File: config.mk
export PLATFORM = sky130hd
export DESIGN_NAME = mul_div_unit_flat
export DESIGN_NICKNAME = d
export VERILOG_FILES = /design/src/rtl/mul_div_unit_if.sv /design/src/rtl/mul_div_unit.sv /design/src/flat_wrapper.sv
export SDC_FILE = /design/constraint.sdc
export NUM_CORES = 1
export LEC_CHECK = 0
export CORE_ASPECT_RATIO = 1.4
export CORE_MARGIN = 2
export CORE_UTILIZATION = 45
export DETAILED_ROUTE_END_ITERATION = 6
export PLACE_DENSITY = 0.72
export SETUP_SLACK_MARGIN = 0.4
export SLEW_MARGIN = 10
export SYNTH_ARGS = -nofsm -noshare
export SYNTH_HDL_FRONTEND = slang
export SYNTH_SLANG_ARGS = --single-unit
File: constraint.sdc
create_clock -name clk -period 11.1 [get_ports clk]
set_input_delay 1.665 -clock clk [delete_from_list [all_inputs] [get_ports clk]]
set_output_delay 1.665 -clock clk [all_outputs]
set_load 0.05 [all_outputs]
File: src/rtl/mul_div_unit_if.sv
// mul_div_unit_if: request/result bundle between control and the HI/LO multiply/divide unit.
interface mul_div_unit_if #(parameter int WIDTH = 32);
  logic             i_start;
  logic [1:0]       i_op;
  logic [WIDTH-1:0] i_a;
  logic [WIDTH-1:0] i_b;
  logic             i_hi_we;
  logic             i_lo_we;
  logic [WIDTH-1:0] i_wdata;
  logic             o_busy;
  logic             o_done;
  logic [WIDTH-1:0] o_hi;
  logic [WIDTH-1:0] o_lo;
  modport master (output i_start, i_op, i_a, i_b, i_hi_we, i_lo_we, i_wdata,
                  input  o_busy, o_done, o_hi, o_lo);
  modport slave  (input  i_start, i_op, i_a, i_b, i_hi_we, i_lo_we, i_wdata,
                  output o_busy, o_done, o_hi, o_lo);
endinterface

File: src/rtl/mul_div_unit.sv
// mul_div_unit: iterative HI/LO multiply/divide (mult, multu, div, divu).
// MDU_FAST_MUL_EN: mult/multu become single-cycle array multiplies; divides stay iterative.
module mul_div_unit #(parameter int WIDTH = 32) (
  input  logic          clk,
  input  logic          rst,
  mul_div_unit_if.slave bus
);
  localparam int CW = $clog2(WIDTH) + 1;
  typedef enum logic [1:0] {S_IDLE, S_RUN, S_FIX} state_t;
  state_t             r_state, w_next;
  logic [CW-1:0]      r_count;
  logic [1:0]         r_op;
  logic               r_sa, r_sb, r_done;
  logic [WIDTH:0]     r_acc;
  logic [WIDTH-1:0]   r_x, r_m, r_hi, r_lo;
  logic               w_sa, w_sb, w_fast, w_neg;
  logic [WIDTH-1:0]   w_ma, w_mb, w_q, w_r;
  logic [WIDTH:0]     w_madd, w_t;
  logic [WIDTH+1:0]   w_diff;
  logic               w_ge;
  logic [2*WIDTH-1:0] w_prod, w_pfix;
  assign w_sa = ~bus.i_op[0] & bus.i_a[WIDTH-1];
  assign w_sb = ~bus.i_op[0] & bus.i_b[WIDTH-1];
  assign w_ma = w_sa ? -bus.i_a : bus.i_a;
  assign w_mb = w_sb ? -bus.i_b : bus.i_b;
`ifdef MDU_FAST_MUL_EN
  logic        [2*WIDTH-1:0] w_uprod, w_fprod;
  logic signed [2*WIDTH-1:0] w_sprod;
  assign w_uprod = bus.i_a * bus.i_b;
  assign w_sprod = $signed(bus.i_a) * $signed(bus.i_b);
  assign w_fprod = bus.i_op[0] ? w_uprod : w_sprod;
  assign w_fast  = ~bus.i_op[1];
`else
  assign w_fast  = 1'b0;
`endif
  // Multiply: add multiplicand into the upper half when the multiplier LSB is set, then shift right.
  assign w_madd = r_acc + (r_x[0] ? {1'b0, r_m} : '0);
  // Divide: shift the next dividend bit into the remainder and subtract when it fits.
  assign w_t    = {r_acc[WIDTH-1:0], r_x[WIDTH-1]};
  assign w_diff = {1'b0, w_t} - {2'b0, r_m};
  assign w_ge   = ~w_diff[WIDTH+1];
  assign w_neg  = r_sa ^ r_sb;
  assign w_prod = {r_acc[WIDTH-1:0], r_x};
  assign w_pfix = w_neg ? -w_prod : w_prod;
  assign w_q    = w_neg ? -r_x : r_x;
  assign w_r    = r_sa ? -r_acc[WIDTH-1:0] : r_acc[WIDTH-1:0];
  always_comb begin
    w_next = r_state;
    w_next = r_state == S_IDLE ? ((bus.i_start && !w_fast) ? S_RUN : S_IDLE) :
             r_state == S_RUN  ? (r_count == CW'(WIDTH-1) ? S_FIX : S_RUN) : S_IDLE;
  end
  always_ff @(posedge clk or posedge rst)
    if (rst) begin
      r_state <= S_IDLE;
      r_count <= '0;
      r_op    <= '0;
      r_sa    <= 1'b0;
      r_sb    <= 1'b0;
      r_acc   <= '0;
      r_x     <= '0;
      r_m     <= '0;
      r_hi    <= '0;
      r_lo    <= '0;
      r_done  <= 1'b0;
    end else begin
      r_state <= w_next;
      r_done  <= 1'b0;
      case (r_state)
        S_IDLE:
          if (bus.i_start) begin
`ifdef MDU_FAST_MUL_EN
            if (w_fast) begin
              {r_hi, r_lo} <= w_fprod;
              r_done       <= 1'b1;
            end else
`endif
            begin
              r_op    <= bus.i_op;
              r_sa    <= w_sa;
              r_sb    <= w_sb;
              r_acc   <= '0;
              r_x     <= bus.i_op[1] ? w_ma : w_mb;
              r_m     <= bus.i_op[1] ? w_mb : w_ma;
              r_count <= '0;
            end
          end else begin
            if (bus.i_hi_we) r_hi <= bus.i_wdata;
            if (bus.i_lo_we) r_lo <= bus.i_wdata;
          end
        S_RUN: begin
          r_count <= r_count + CW'(1);
          r_acc   <= r_op[1] ? (w_ge ? w_diff[WIDTH:0] : w_t) : {1'b0, w_madd[WIDTH:1]};
          r_x     <= r_op[1] ? {r_x[WIDTH-2:0], w_ge} : {w_madd[0], r_x[WIDTH-1:1]};
        end
        S_FIX: begin
          {r_hi, r_lo} <= r_op[1] ? {w_r, w_q} : w_pfix;
          r_done       <= 1'b1;
        end
        default: ;
      endcase
    end
  assign bus.o_busy = r_state != S_IDLE;
  assign bus.o_done = r_done;
  assign bus.o_hi   = r_hi;
  assign bus.o_lo   = r_lo;
endmodule

File: src/flat_wrapper.sv
// flat-port wrapper written by rule: the top's interface ports become plain ports
module mul_div_unit_flat 
#(parameter int WIDTH = 32)
  (clk, rst, bus_i_start, bus_i_op, bus_i_a, bus_i_b, bus_i_hi_we, bus_i_lo_we, bus_i_wdata, bus_o_busy, bus_o_done, bus_o_hi, bus_o_lo);
  mul_div_unit_if #(.WIDTH(WIDTH)) bus_i ();
  input  logic clk;
  input  logic rst;
  input wire logic [$bits(bus_i.i_start)-1:0] bus_i_start;
  input wire logic [$bits(bus_i.i_op)-1:0] bus_i_op;
  input wire logic [$bits(bus_i.i_a)-1:0] bus_i_a;
  input wire logic [$bits(bus_i.i_b)-1:0] bus_i_b;
  input wire logic [$bits(bus_i.i_hi_we)-1:0] bus_i_hi_we;
  input wire logic [$bits(bus_i.i_lo_we)-1:0] bus_i_lo_we;
  input wire logic [$bits(bus_i.i_wdata)-1:0] bus_i_wdata;
  output wire logic [$bits(bus_i.o_busy)-1:0] bus_o_busy;
  output wire logic [$bits(bus_i.o_done)-1:0] bus_o_done;
  output wire logic [$bits(bus_i.o_hi)-1:0] bus_o_hi;
  output wire logic [$bits(bus_i.o_lo)-1:0] bus_o_lo;
  assign bus_i.i_start = bus_i_start;
  assign bus_i.i_op = bus_i_op;
  assign bus_i.i_a = bus_i_a;
  assign bus_i.i_b = bus_i_b;
  assign bus_i.i_hi_we = bus_i_hi_we;
  assign bus_i.i_lo_we = bus_i_lo_we;
  assign bus_i.i_wdata = bus_i_wdata;
  assign bus_o_busy = bus_i.o_busy;
  assign bus_o_done = bus_i.o_done;
  assign bus_o_hi = bus_i.o_hi;
  assign bus_o_lo = bus_i.o_lo;
  mul_div_unit #(.WIDTH(WIDTH)) u_core (.clk(clk), .rst(rst), .bus(bus_i));
endmodule
==> flow_metrics.py, run 1 <==
metrics = {
    "final_layout": {
        "fin_nets": 2146,
        "syn_to_final_growth_pct": 16.9,
        "drive_above_1_share_pct": 4.58,
        "fillers": 3213,
        "diodes": 0,
        "final_common_cell": "a21oi_1",
        "layout_common_cells": "191 x a21oi_1, 179 x o21ai_0, 173 x nor2_1, 172 x dfrtp_1",
    },
    "critical_path": {
        "cp-end-kind": "flop",
        "reg2regPathDepth": 12,
        "r2r_slack_ns": 6.50,
        "arrival_ns": 4.89,
        "critPathLaunchType": "flop",
        "path_class": "reg -> reg",
        "cp_max_fo": 31,
        "cp.required_ns": 11.39,
    },
    "outcome": {
        "outcome": "finished clean",
    },
    "min_path": {
        "min_path_cells": 1,
        "hold_class": "reg -> reg",
    },
    "sta": {
        "rsz0062_at_grt": "false",
        "setup_ws_ns": 6.50,
        "drv_slew": 0,
        "period_needed_ns": 4.60,
        "tightest_slew_ns": 1.24,
        "clock_skew_ns": 0.0124,
        "max_freq_ghz": 0.217,
        "fin_setup_tns_ns": 0,
        "finalHoldViolCount": 0,
        "period_share_pct": 41.5,
        "relSlewSlack_pct": 17.4,
        "setup_viol": 0,
    },
    "floorplanning": {
        "die-height_um": 220,
        "chipWidth_um": 158,
        "core_area_um2": 33000,
        "start_util_pct": 45.3,
        "std_cell_rows": 79,
        "die_area_um2": 34800,
        "pin_count": 169,
    },
    "synth": {
        "synth_flop_cell": "dfrtp_1",
        "avgSynthCellArea_um2": 7.92,
        "synth_cell_types": 75,
        "synth.cell_area_um2": 15000,
        "seq_area_frac_synth_pct": 28.9,
        "synth_top_area_share_pct": 28.9,
        "syn_nets": 2065,
        "synth_edf_count": 0,
        "yosys_warnings": 0,
        "ys_async_sr_fraction_pct": 100,
        "syn_inst": 1891,
        "yosys-top-cells-area": "dfrtp_1 29%, a21oi_1 6.4%, mux2i_1 6.1%",
        "yosysTopAreaCell": "dfrtp_1",
        "synth_seq_cells": 173,
    },
    "global_routing": {
        "grt_overflow": 0,
        "grt_antenna_before_repair": 0,
        "groute.usage.overall_pct": 30.3,
        "grt_first_pass_wirelength_um": 80800,
        "grt_pass1_vias": 14300,
        "grt_max_degree": 104,
    },
    "detailed_routing": {
        "drt_iter0_drc": 1262,
        "firstDrtPassIters": 6,
        "wire_per_inst_um": 21.6,
        "ant_nets": 0,
        "drcViolationCount": 0,
        "viasPerCell": 6.16,
        "via_count": 15000,
        "wl_um": 52400,
    },
    "clock_tree": {
        "cts_setup_buffers": 0,
        "cts_tree": "yes",
        "max-clock-path-buffers": 2,
        "cts_resized": 0,
        "htreeDepth": 4,
        "clock-root-buffer": "clkbuf_16",
        "cts.clk_slew.worst_paths_ns": 0.07,
        "cts_buffers": 17,
        "insertion_delay_ns": 0.45,
        "cts.sinks": 173,
        "postCtsHoldBufs": 0,
    },
    "placement": {
        "gp_congestion": 1.02,
        "numPortBuffers": 168,
        "dp_hpwl_um": 40300,
        "post-place-ws_ns": 6.22,
    },
    "pwr": {
        "p_leak_uw": 0.00710,
        "ir_drop_uv": 167,
        "power_density_nw_per_um2": 296,
    },
    "flow_run": {
        "cap_violations": 0,
    },
}
metrics by stage:
stage                     area (um^2)  cells  hold slack [ns]  util (%)  total power, uW
after CTS                       17500   2430            0.476      53.0             5130
after global routing            17500   2430            0.506      53.0             5520
after detailed placement        16900   2398            0.465      51.2             4490
after floorplan                 15000   1891            0.436         -             3530
final                           17500   2430            0.485      53.0             5190
after global placement          16900   2398            0.455      51.2             4440
worst max-delay path, cell delays in order (launching register included):
cell and delay [ns]:
dfrtp_1 0.52, inv_1 0.87, nor2_1 0.12, ha_1 0.39
and3_1 0.19, a221oi_1 0.56, o221ai_1 0.42, a21oi_1 0.39
o31ai_1 0.19, a221oi_1 0.38, xnor2_1 0.11, a22oi_1 0.17
o21ai_0 0.11
routing by layer:
layer / global-route usage, % / vias to the layer above / wire length [um]
met1: 35.8 / 7251 / 20300
met3: 2.87 / 154 / 2440
met5: 0 / - / 0
met4: 19.2 / 0 / 3680
met2: 52.3 / 583 / 26000
li1: - / 6992 / -
state kept, by name (all words and copies together) (netlist names):
| register | cells |
|---|---|
| u_core.r_op | 1 |
| u_core.bus.o_lo | 32 |
| u_core.r_count | 6 |
| u_core.r_m | 32 |
| u_core.r_state | 2 |
| u_core.bus.o_done | 1 |
| u_core.r_sb | 1 |
| u_core.r_acc | 33 |
| u_core.r_x | 32 |
| u_core.r_sa | 1 |
| u_core.bus.o_hi | 32 |
power by group:
part / internal (uW) / switching (uW)
clock: 329 / 297
sequential: 859 / 420
combinational: 1310 / 1970
cells in the mapped netlist, drive strengths merged (15+ instances only):
cell type / number
a21oi: 192
o21ai: 190
nor2: 175
dfrtp: 173
nand2: 168
clkbuf: 100
xnor2: 99
mux2i: 91
xor2: 74
ha: 69
inv: 64
a211oi: 49
nor3: 37
a21o: 32
and3: 29
nand3: 29
o211ai: 29
a31oi: 26
a22oi: 22
buf: 21
nor2b: 19
nand2b: 17
nor4: 16
o31ai: 15
final timing paths:
path	end	start
worst max-delay path	u_core.r_acc[24]	u_core.r_x[0]
worst min-delay path	u_core.r_count[5]	u_core.r_count[5]
worst max register to register	u_core.r_acc[24]	u_core.r_x[0]
worst min register to register	u_core.r_count[5]	u_core.r_count[5]
max in group asynchronous	u_core.r_acc[3]	rst
min in group asynchronous	u_core.bus.o_hi[26]	rst
cells by family (layout without fill, tap and decap cells):
family | Yosys count | in the layout | share of synthesized area [%]
flops | 173 | 173 | 28.9
buf+inv | 185 | 279 | 4.75
xor+xnor | 173 | 173 | 10.1
fa+ha+maj | 71 | 71 | 6.03
simple gates | 560 | 560 | 17.9
mux | 96 | 96 | 6.46
compound gates | 633 | 633 | 25.8
area by class of cell:
cell class	count	area, um^2	share of cell area, %
Multi-Input combinational cell	1533	9980	57.0
Sequential cell	173	4330	24.7
Timing Repair Buffer	183	1790	10.2
Tap cell	445	557	3.18
Clock buffer	18	439	2.51
Inverter	64	245	1.40
Clock inverter	14	171	0.979
(Power assumes the default switching activity.)
==> inputs of run 2 (changes only) <==
- PLACE_DENSITY: 0.72 -> 0.75
- clock period: 11.1 -> 4.17 ns (I/O delays scaled with it)
==> flow_metrics.py, run 2 (synthesized netlist as in run 1, its figures left out) <==
metrics = {
    "pwr": {
        "p_seq_share_pct": 23.0,
        "p_int_uw": 6940,
        "p_leak_uw": 0.00726,
        "switchingPower_uw": 7160,
        "power_density_nw_per_um2": 793,
        "clockPowerShare_pct": 12.0,
        "pwr-share-comb_pct": 65.0,
        "ir_drop_uv": 409,
        "switching_share_pct": 50.8,
    },
    "clock_tree": {
        "htreeDepth": 4,
        "insertion_delay_ns": 0.47,
        "cts_setup_buffers": 0,
        "cts_buffers": 17,
        "clock-root-buffer": "clkbuf_16",
        "postCtsHoldBufs": 0,
        "cts_tree": "yes",
        "cts.sinks": 173,
        "cts.clk_slew.worst_paths_ns": 0.07,
        "max-clock-path-buffers": 2,
    },
    "critical_path": {
        "reg2reg_to": "u_core.r_acc[29]",
        "reg2regPathDepth": 13,
        "arrival_ns": 3.94,
        "worstSetupEndpoint": "u_core.r_acc[29]",
        "critPathLaunchType": "flop",
        "cp.required_ns": 4.51,
        "cp_max_fo": 27,
        "critPathLaunch": "u_core.r_x[0]",
        "r2r_start": "u_core.r_x[0]",
        "cp-end-kind": "flop",
        "r2r_slack_ns": 0.58,
        "path_class": "reg -> reg",
    },
    "global_routing": {
        "grt_first_pass_wirelength_um": 82300,
        "grt_overflow": 0,
        "grt_pass1_vias": 14700,
        "groute.usage.overall_pct": 31.0,
        "grt_max_degree": 174,
        "grt_antenna_before_repair": 0,
    },
    "detailed_routing": {
        "drcViolationCount": 0,
        "wire_per_inst_um": 21.7,
        "wl_met3_um": 2690,
        "firstDrtPassIters": 7,
        "ant_nets": 0,
        "via_count": 15100,
        "drt_iter0_drc": 1073,
        "viasPerCell": 6.14,
        "wl_um": 53400,
        "wl_met2_um": 26300,
        "top_layer_used": "met4",
        "wl_met1_um": 20100,
    },
    "outcome": {
        "outcome": "finished clean",
    },
    "final_layout": {
        "final_common_cell": "a21oi_1",
        "drive_above_1_share_pct": 6.15,
        "syn_to_final_growth_pct": 18.8,
        "stdcell_area_um2": 17800,
        "largest_reg_flops": 33,
        "layout_common_cells": "191 x a21oi_1, 178 x o21ai_0, 174 x nor2_1, 172 x dfrtp_1",
        "largest-register": "u_core.r_acc",
        "fin_nets": 2178,
        "diodes": 0,
    },
    "sta": {
        "clock_skew_ns": 0.0166,
        "max_freq_ghz": 0.278,
        "rsz0062_at_grt": "false",
        "setup_viol": 0,
        "fin_setup_tns_ns": 0,
        "drv_slew": 0,
        "relSlewSlack_pct": 28.5,
        "period_share_pct": 86.2,
        "finalHoldViolCount": 0,
        "period_needed_ns": 3.59,
        "whs_ns": 0.483,
        "tightest_slew_ns": 1.07,
    },
    "floorplanning": {
        "chipWidth_um": 158,
        "std_cell_rows": 79,
        "start_util_pct": 45.3,
        "pin_count": 169,
        "die_area_um2": 34800,
        "core_area_um2": 33000,
        "die-height_um": 220,
    },
    "min_path": {
        "hp-start": "u_core.r_count[5]",
        "hold_class": "reg -> reg",
    },
    "placement": {
        "numPortBuffers": 168,
        "dp_hpwl_um": 41700,
        "gp_congestion": 0.999,
        "placed_area_um2": 17200,
    },
    "flow_run": {
        "cap_violations": 0,
    },
}
## run 2: cell types whose count changed in the layout (fill, tap and decap cells not counted), sizes merged
| cell | delta |
|---|---|
| bufinv | +1 |
| buf | +32 |
| clkinv | -1 |
| clkinvlp | +1 |
| inv | -3 |
| clkbuf | +2 |
## run 2: final cells by class
class,count,area (um^2)
Clock buffer,20,457
Multi-Input combinational cell,1533,9990
Sequential cell,173,4330
Tap cell,445,557
Clock inverter,12,151
Timing Repair Buffer,215,2060
Fill cell,3160,15200
Inverter,64,244
## run 2: metrics by stage
stage / power, uW / std cells / utilization [%] / setup slack (ns)
3_5_place_dp: 12200 / 2430 / 52.0 / 0.436
5_1_grt: 15000 / 2462 / 53.9 / 0.412
2_1_floorplan: 9390 / 1891 / - / 0.826
3_3_place_gp: 12000 / 2430 / 52.0 / 0.522
6_report: 14100 / 2462 / 53.9 / 0.576
4_1_cts: 13900 / 2462 / 53.8 / 0.518
## run 2: what timing repair did
action / 4_1_cts / 5_1_grt
endpoints found under the setup margin: 0 / 8
hold endpoints to repair: 0 / 0
gates resized for setup: 0 / 6
## run 2: layer usage
metal	vias to the layer above	global-route usage, %
met2	604	52.7
met4	0	23.1
met1	7280	35.2
met3	184	4.05
met5	-	0
li1	7059	-
## run 2: how the worst min path moves through the flow
stage	endpoint	slack, ns	cells after the start
after CTS	u_core.r_count[5]	0.48	1
after global placement	u_core.r_count[5]	0.46	1
final	u_core.r_count[5]	0.48	1
after global routing	u_core.r_m[2]	0.52	2
after detailed placement	u_core.r_count[5]	0.47	1
after floorplan	u_core.r_count[5]	0.44	1
## run 2: worst max-delay path, stage by stage (launching register included)
cell	delay, ns
dfrtp_1	0.43
inv_1	0.21
buf_6	0.27
nor2_1	0.09
ha_1	0.36
a21oi_1	0.27
nand2_1	0.11
o21ai_0	0.27
a21oi_1	0.19
a31oi_1	0.30
o21ai_1	0.20
a211oi_1	0.33
xnor2_1	0.12
a221o_1	0.32
## run 2: power groups by stage
stage / registers [uW] / logic [uW] / clock network, uW
CTS: 3210 / 9020 / 1710
finish: 3240 / 9170 / 1690
global route: 3290 / 9940 / 1780
detailed placement: 3230 / 8960 / 0
floorplan: 3320 / 6070 / 0
global placement: 3210 / 8840 / 0
